<file path="src/rtl/ppa_pkg.sv">
// Shared constants, payload types and prefix-cell helpers for the pipelined
// Brent-Kung subtractor.
package ppa_pkg;

  localparam int PPA_WIDTH = 16;
  localparam int LEVELS    = $clog2(PPA_WIDTH);

  // Default-width payload shapes; the top re-declares them against its own WIDTH.
  typedef struct packed {
    logic [PPA_WIDTH-1:0] p;
    logic [PPA_WIDTH-1:0] g;
    logic                 cin;
    logic                 msb_a;
    logic                 msb_b;
  } ppa_s1_t;

  typedef struct packed {
    logic [PPA_WIDTH-1:0] p;
    logic [PPA_WIDTH-1:0] gs;
    logic [PPA_WIDTH-1:0] ps;
    logic                 cin;
    logic                 msb_a;
    logic                 msb_b;
  } ppa_s2_t;

  // Black cell: returns {g, p} of the combined span.
  function automatic logic [1:0] ppa_black(input logic gh, input logic ph,
                                           input logic gl, input logic pl);
    return {gh | (ph & gl), ph & pl};
  endfunction

  // Grey cell: group generate only.
  function automatic logic ppa_grey(input logic gh, input logic ph, input logic gl);
    return gh | (ph & gl);
  endfunction

  function automatic logic ppa_ovf(input logic msb_a, input logic msb_b, input logic msb_d);
    return (msb_a ^ msb_b) & (msb_d ^ msb_a);
  endfunction

endpackage

</file>
<file path="src/rtl/ppa_pipe_stage.sv">
// Valid/ready register slice: loads when empty or when the next stage takes
// its current beat, so bubbles collapse.
module ppa_pipe_stage #(
  parameter int W = 8
) (
  input  logic         clk,
  input  logic         rst_n,
  input  logic         in_valid,
  output logic         in_ready,
  input  logic [W-1:0] in_data,
  output logic         out_valid,
  input  logic         out_ready,
  output logic [W-1:0] out_data
);

  logic         valid_r;
  logic [W-1:0] data_r;

  assign in_ready  = ~valid_r | out_ready;
  assign out_valid = valid_r;
  assign out_data  = data_r;

  // Valid flag and payload; payload only changes on a real transfer.
  always_ff @(posedge clk or negedge rst_n) begin
    if (!rst_n) begin
      valid_r <= 1'b0;
      data_r  <= {W{1'b0}};
    end else if (in_ready) begin
      valid_r <= in_valid;
      if (in_valid) begin
        data_r <= in_data;
      end
    end
  end

endmodule

</file>
<file path="src/rtl/ppa_pipe_sub16.sv">
// Pipelined a - b - bin using a Brent-Kung prefix tree: up-sweep after S1,
// optional mid register, down-sweep and post cells ahead of the output flops.
module ppa_pipe_sub16
  import ppa_pkg::*;
#(
  parameter int WIDTH   = PPA_WIDTH,
  parameter int MID_REG = 1
) (
  input  logic             clk,
  input  logic             rst_n,
  input  logic             in_valid,
  output logic             in_ready,
  input  logic [WIDTH-1:0] a,
  input  logic [WIDTH-1:0] b,
  input  logic             bin,
  output logic             out_valid,
  input  logic             out_ready,
  output logic [WIDTH-1:0] diff,
  output logic             bout,
  output logic             zero,
  output logic             ovf
);

  localparam int LVL = $clog2(WIDTH);

  typedef struct packed {
    logic [WIDTH-1:0] p;
    logic [WIDTH-1:0] g;
    logic             cin;
    logic             msb_a;
    logic             msb_b;
  } s1_t;

  typedef struct packed {
    logic [WIDTH-1:0] p;
    logic [WIDTH-1:0] gs;
    logic [WIDTH-1:0] ps;
    logic             cin;
    logic             msb_a;
    logic             msb_b;
  } s2_t;

  typedef struct packed {
    logic [WIDTH-1:0] diff;
    logic             bout;
    logic             zero;
    logic             ovf;
  } s3_t;

  s1_t              s1_in_s, s1_q_s;
  s2_t              s2_in_s, s2_q_s;
  s3_t              s3_in_s, s3_q_s;
  logic             s1_valid_s, s2_valid_s, s2_ready_s, s3_ready_s;
  logic [WIDTH-1:0] ug_s, up_s, dg_s, diff_s;

  // Pre cells: subtraction as a + ~b + ~bin.
  always_comb begin
    s1_in_s.p     = a ^ ~b;
    s1_in_s.g     = a & ~b;
    s1_in_s.cin   = ~bin;
    s1_in_s.msb_a = a[WIDTH-1];
    s1_in_s.msb_b = b[WIDTH-1];
  end

  ppa_pipe_stage #(.W($bits(s1_t))) u_s1 (
    .clk(clk), .rst_n(rst_n),
    .in_valid(in_valid), .in_ready(in_ready), .in_data(s1_in_s),
    .out_valid(s1_valid_s), .out_ready(s2_ready_s), .out_data(s1_q_s)
  );

  // Up-sweep; carry-in is folded into bit 0 so every span starts at position 0.
  always_comb begin
    logic [1:0] bc;
    int         lo;
    ug_s    = s1_q_s.g;
    up_s    = s1_q_s.p;
    ug_s[0] = s1_q_s.g[0] | (s1_q_s.p[0] & s1_q_s.cin);
    bc      = 2'b00;
    lo      = 0;
    for (int l = 1; l <= LVL; l++) begin
      for (int i = 0; i < WIDTH; i++) begin
        lo      = (i >= (1 << (l - 1))) ? i - (1 << (l - 1)) : 0;
        bc      = ppa_black(ug_s[i], up_s[i], ug_s[lo], up_s[lo]);
        ug_s[i] = (((i + 1) % (1 << l)) == 0) ? bc[1] : ug_s[i];
        up_s[i] = (((i + 1) % (1 << l)) == 0) ? bc[0] : up_s[i];
      end
    end
    s2_in_s.p     = s1_q_s.p;
    s2_in_s.gs    = ug_s;
    s2_in_s.ps    = up_s;
    s2_in_s.cin   = s1_q_s.cin;
    s2_in_s.msb_a = s1_q_s.msb_a;
    s2_in_s.msb_b = s1_q_s.msb_b;
  end

  generate
    if (MID_REG != 0) begin : g_mid
      ppa_pipe_stage #(.W($bits(s2_t))) u_s2 (
        .clk(clk), .rst_n(rst_n),
        .in_valid(s1_valid_s), .in_ready(s2_ready_s), .in_data(s2_in_s),
        .out_valid(s2_valid_s), .out_ready(s3_ready_s), .out_data(s2_q_s)
      );
    end else begin : g_no_mid
      assign s2_valid_s = s1_valid_s;
      assign s2_ready_s = s3_ready_s;
      assign s2_q_s     = s2_in_s;
    end
  endgenerate

  // Down-sweep grey cells fill the remaining prefixes, then post XOR and flags.
  always_comb begin
    int lo;
    int half;
    dg_s = s2_q_s.gs;
    lo   = 0;
    half = 0;
    for (int d = LVL - 1; d >= 1; d--) begin
      half = 1 << (d - 1);
      for (int i = 0; i < WIDTH; i++) begin
        lo      = (i >= half) ? i - half : 0;
        dg_s[i] = ((((i + 1) % (1 << d)) == half) && ((i + 1) > (1 << d)))
                  ? ppa_grey(dg_s[i], s2_q_s.ps[i], dg_s[lo]) : dg_s[i];
      end
    end
    diff_s       = s2_q_s.p ^ {dg_s[WIDTH-2:0], s2_q_s.cin};
    s3_in_s.diff = diff_s;
    s3_in_s.bout = ~dg_s[WIDTH-1];
    s3_in_s.zero = (diff_s == {WIDTH{1'b0}});
    s3_in_s.ovf  = ppa_ovf(s2_q_s.msb_a, s2_q_s.msb_b, diff_s[WIDTH-1]);
  end

  ppa_pipe_stage #(.W($bits(s3_t))) u_s3 (
    .clk(clk), .rst_n(rst_n),
    .in_valid(s2_valid_s), .in_ready(s3_ready_s), .in_data(s3_in_s),
    .out_valid(out_valid), .out_ready(out_ready), .out_data(s3_q_s)
  );

  assign diff = s3_q_s.diff;
  assign bout = s3_q_s.bout;
  assign zero = s3_q_s.zero;
  assign ovf  = s3_q_s.ovf;

endmodule

</file>
<file path="config.mk">
export PLATFORM = sky130hd
export DESIGN_NAME = ppa_pipe_sub16
export DESIGN_NICKNAME = d
export VERILOG_FILES = /design/src/rtl/ppa_pkg.sv /design/src/rtl/ppa_pipe_stage.sv /design/src/rtl/ppa_pipe_sub16.sv
export SDC_FILE = /design/constraint.sdc
export NUM_CORES = 1
export LEC_CHECK = 0
export ABC_AREA = 1
export CAP_MARGIN = 0
export CORE_AREA = 2 2 139 141
export DETAILED_ROUTE_END_ITERATION = 10
export DIE_AREA = 0 0 141 143
export PLACE_DENSITY = 0.46
export SYNTH_ARGS = -nofsm -noshare
export SYNTH_HDL_FRONTEND = slang
export SYNTH_HIERARCHICAL = 1
export SYNTH_SLANG_ARGS = --single-unit
</file>
<file path="constraint.sdc">
create_clock -name clk -period 2.1 [get_ports clk]
set_input_delay 0.42 -clock clk [delete_from_list [all_inputs] [get_ports clk]]
set_output_delay 0.42 -clock clk [all_outputs]
set_load 0.02 [all_outputs]
</file>
==> impl_metrics.json <==
{
  "end_point_of_the_most_critical_hold_path": "u_s1/out_data[18]",
  "drt_wl_total_um": 10900,
  "setup_violations": 0,
  "tritoncts": "built",
  "finalHoldViolations": 0,
  "finalCritPeriodShare_pct": 94.0,
  "synth.yosys.warnings": 6,
  "vdd_drop_max_mv": 0.427,
  "timing.critical_path.mode_cell": "sky130_fd_sc_hd__inv_1",
  "worst-r2r-setup-slack_ps": 440,
  "worstSetupStartpointType": "input pin",
  "end_kind": "output port",
  "worstSetupPathType": "input pin to output port",
  "die_width_um": 141,
  "groute.usage.overall_pct": 11.9,
  "max_slew_margin_pct": 64.2,
  "grt_start_max_net_pins": 49,
  "power.density_nw_per_um2": 1130,
  "clock_latency_ps": 340,
  "tritoncts.num_buffers": 9,
  "drt_drc_violations_left": 0,
  "outcome": "finished, final reports clean",
  "reg2reg_depth": 10,
  "vias": 3972,
  "total_die_area_um2": 20200,
  "family_of_cells_with_the_greatest_summed_delay_on_the_critical_path": "buffers and inverters",
  "syn-mean-instance-area_um2": 8.28,
  "vert_die_dim_um": 143,
  "worstPathArrival_ps": 1550,
  "timing.critical_path.required_ps": 1680,
  "holdPathStages": 3,
  "vias_in_the_first_global_route": 3879,
  "coreArea_um2": 18600,
  "post_drt_via_cell_ratio": 4.28,
  "routed_wire_length_per_instance_um": 11.7,
  "floorplan.initialDensity_pct": 28.4,
  "postCtsSetupRepairBufs": 0,
  "drt_pass1_iterations": 4,
  "finalHoldWorstSlack_ps": 423,
  "tightestPinTransition_ps": 537,
  "drive_gt1_share_pct": 9.09,
  "syn-num-nets": 691,
  "capture_instance_of_the_worst_register_to_register_path": "u_s1/out_data[13]",
  "global_route_wire_length_before_repair_um": 19200,
  "timing.clock.skew_ps": 6.51,
  "detailedRoute.firstIterationViolations": 171,
  "clk_path_buf_depth": 2,
  "worstHoldStart": "in_valid",
  "finalWeightedCongestion": 0.744,
  "cpPeakStageDelay_ps": 450,
  "area_growth_pct": 19.1,
  "total_global_routing_overflow": 0,
  "critical_path.slowest_cell": "sky130_fd_sc_hd__clkdlybuf4s50_1",
  "num_rows": 50,
  "hold_path_class": "input pin to register",
  "num_antenna_cells": 0,
  "worst_setup_hold_path_clk_slew_ps": 70,
  "finish.net_count": 741,
  "cp.buffers_inverters": 5,
  "grt_setup_unrepaired": "no",
  "dp.final_hpwl_um": 8040,
  "utilization_pct": 33.8,
  "clock-sinks": 103,
  "synth.cell_area_um2": 5280,
  "io_pins": 58,
  "power.leakage_nw": 3.43,
  "worstPathCellList": "clkdlybuf4s50_1 > inv_1 > nand2_2 > inv_1 > nand2_4 > inv_1 > nand2_4 > clkdlybuf4s15_1",
  "cts.htree.levels": 3,
  "synthesis.instances": 638,
  "r2r-start": "u_s3/out_valid",
  "drv_slew": 0,
  "grt_antenna_before_repair": 0,
  "fmaxAchievable_ghz": 0.507,
  "fin_crit_period_ps": 1970,
  "root_buffer_cell": "sky130_fd_sc_hd__clkbuf_16",
  "io_buffer_count": 57,
  "cap_violations": 0,
  "ant_nets": 0,
  "cp_max_fo": 2
}
-- power by group --
group / internal, mW / switching [mW]
Sequential: 2.55 / 0.403
Clock: 1.02 / 0.710
Combinational: 1.00 / 1.44
Total: 4.58 / 2.56
-- metrics by stage --
stage / setup TNS (ps) / std cells / cell area, um^2 / power [mW] / setup slack [ps]
detailed placement: -3550 / 910 / 5960 / 5.50 / -174
global route: 0 / 927 / 6290 / 7.74 / 25.2
global placement: -3770 / 910 / 5960 / 5.44 / -186
floorplan: 0 / 638 / 5280 / 4.68 / 195
finish: 0 / 927 / 6290 / 7.13 / 126
CTS: 0 / 927 / 6280 / 7.28 / 84.5
-- metal layers --
layer | GRT usage, % | part of all wire (%)
met4 | 3.63 | 0.96
met5 | 0 | 0
met2 | 17.6 | 42
met1 | 17.1 | 53
met3 | 3.09 | 4.0
-- cells in the final DEF (no fill, tap or decap), drive strengths merged --
cell type        n
clkdlybuf4s50   54
nand3          116
bufinv           1
dlygate4sd3      1
a31oi            1
nor2            10
ha              16
nand2          281
clkbuf          12
clkdlybuf4s15    1
dfrtp          103
clkinv           1
clkinvlp         1
inv             65
xnor2            3
a21oi            4
a21o             4
buf             16
nand3b           3
-- worst register-to-register path: stages (launching register included) --
cell	delay, ps
sky130_fd_sc_hd__dfrtp_1	390
sky130_fd_sc_hd__nand2_2	90
sky130_fd_sc_hd__inv_1	60
sky130_fd_sc_hd__nand2_4	70
sky130_fd_sc_hd__inv_1	80
sky130_fd_sc_hd__nand2_4	70
sky130_fd_sc_hd__buf_4	400
sky130_fd_sc_hd__nand2_4	90
sky130_fd_sc_hd__buf_12	190
sky130_fd_sc_hd__nand2_1	90
sky130_fd_sc_hd__nand2_1	40
-- repair_timing --
action / CTS / global route
hold buffers: 1 / 0
gates resized for setup: 1 / 1
endpoints found under the setup margin: 1 / 1
endpoints found under the hold margin: 9 / 0
-- sequential cells by signal (all words and copies together) (netlist names) --
signal and count:
g_mid.u_s2/out_valid 1, u_s1/out_valid 1, u_s3/out_valid 1, g_mid.u_s2/out_data 46, u_s3/out_data 19, u_s1/out_data 35
-- cell type report --
class                           count  area (um^2)
Clock inverter                      4         51.3
Inverter                           64          240
Timing Repair Buffer               72          728
Clock buffer                       12          267
Sequential cell                   103         2580
Multi-Input combinational cell    438         2130
Tap cell                          234          293
Fill cell                        1977        12300
-- worst max path at each step --
| stage | start | to | slack (ps) | depth (start not counted) |
|---|---|---|---|---|
| floorplan | u_s3/out_valid | in_ready | 200 | 9 |
| global placement | out_ready | in_ready | -190 | 8 |
| detailed placement | out_ready | in_ready | -170 | 8 |
| CTS | out_ready | in_ready | 80 | 8 |
| global route | out_ready | in_ready | 30 | 8 |
| finish | out_ready | in_ready | 130 | 8 |
Note: power is estimated with default switching activity, not from simulation.
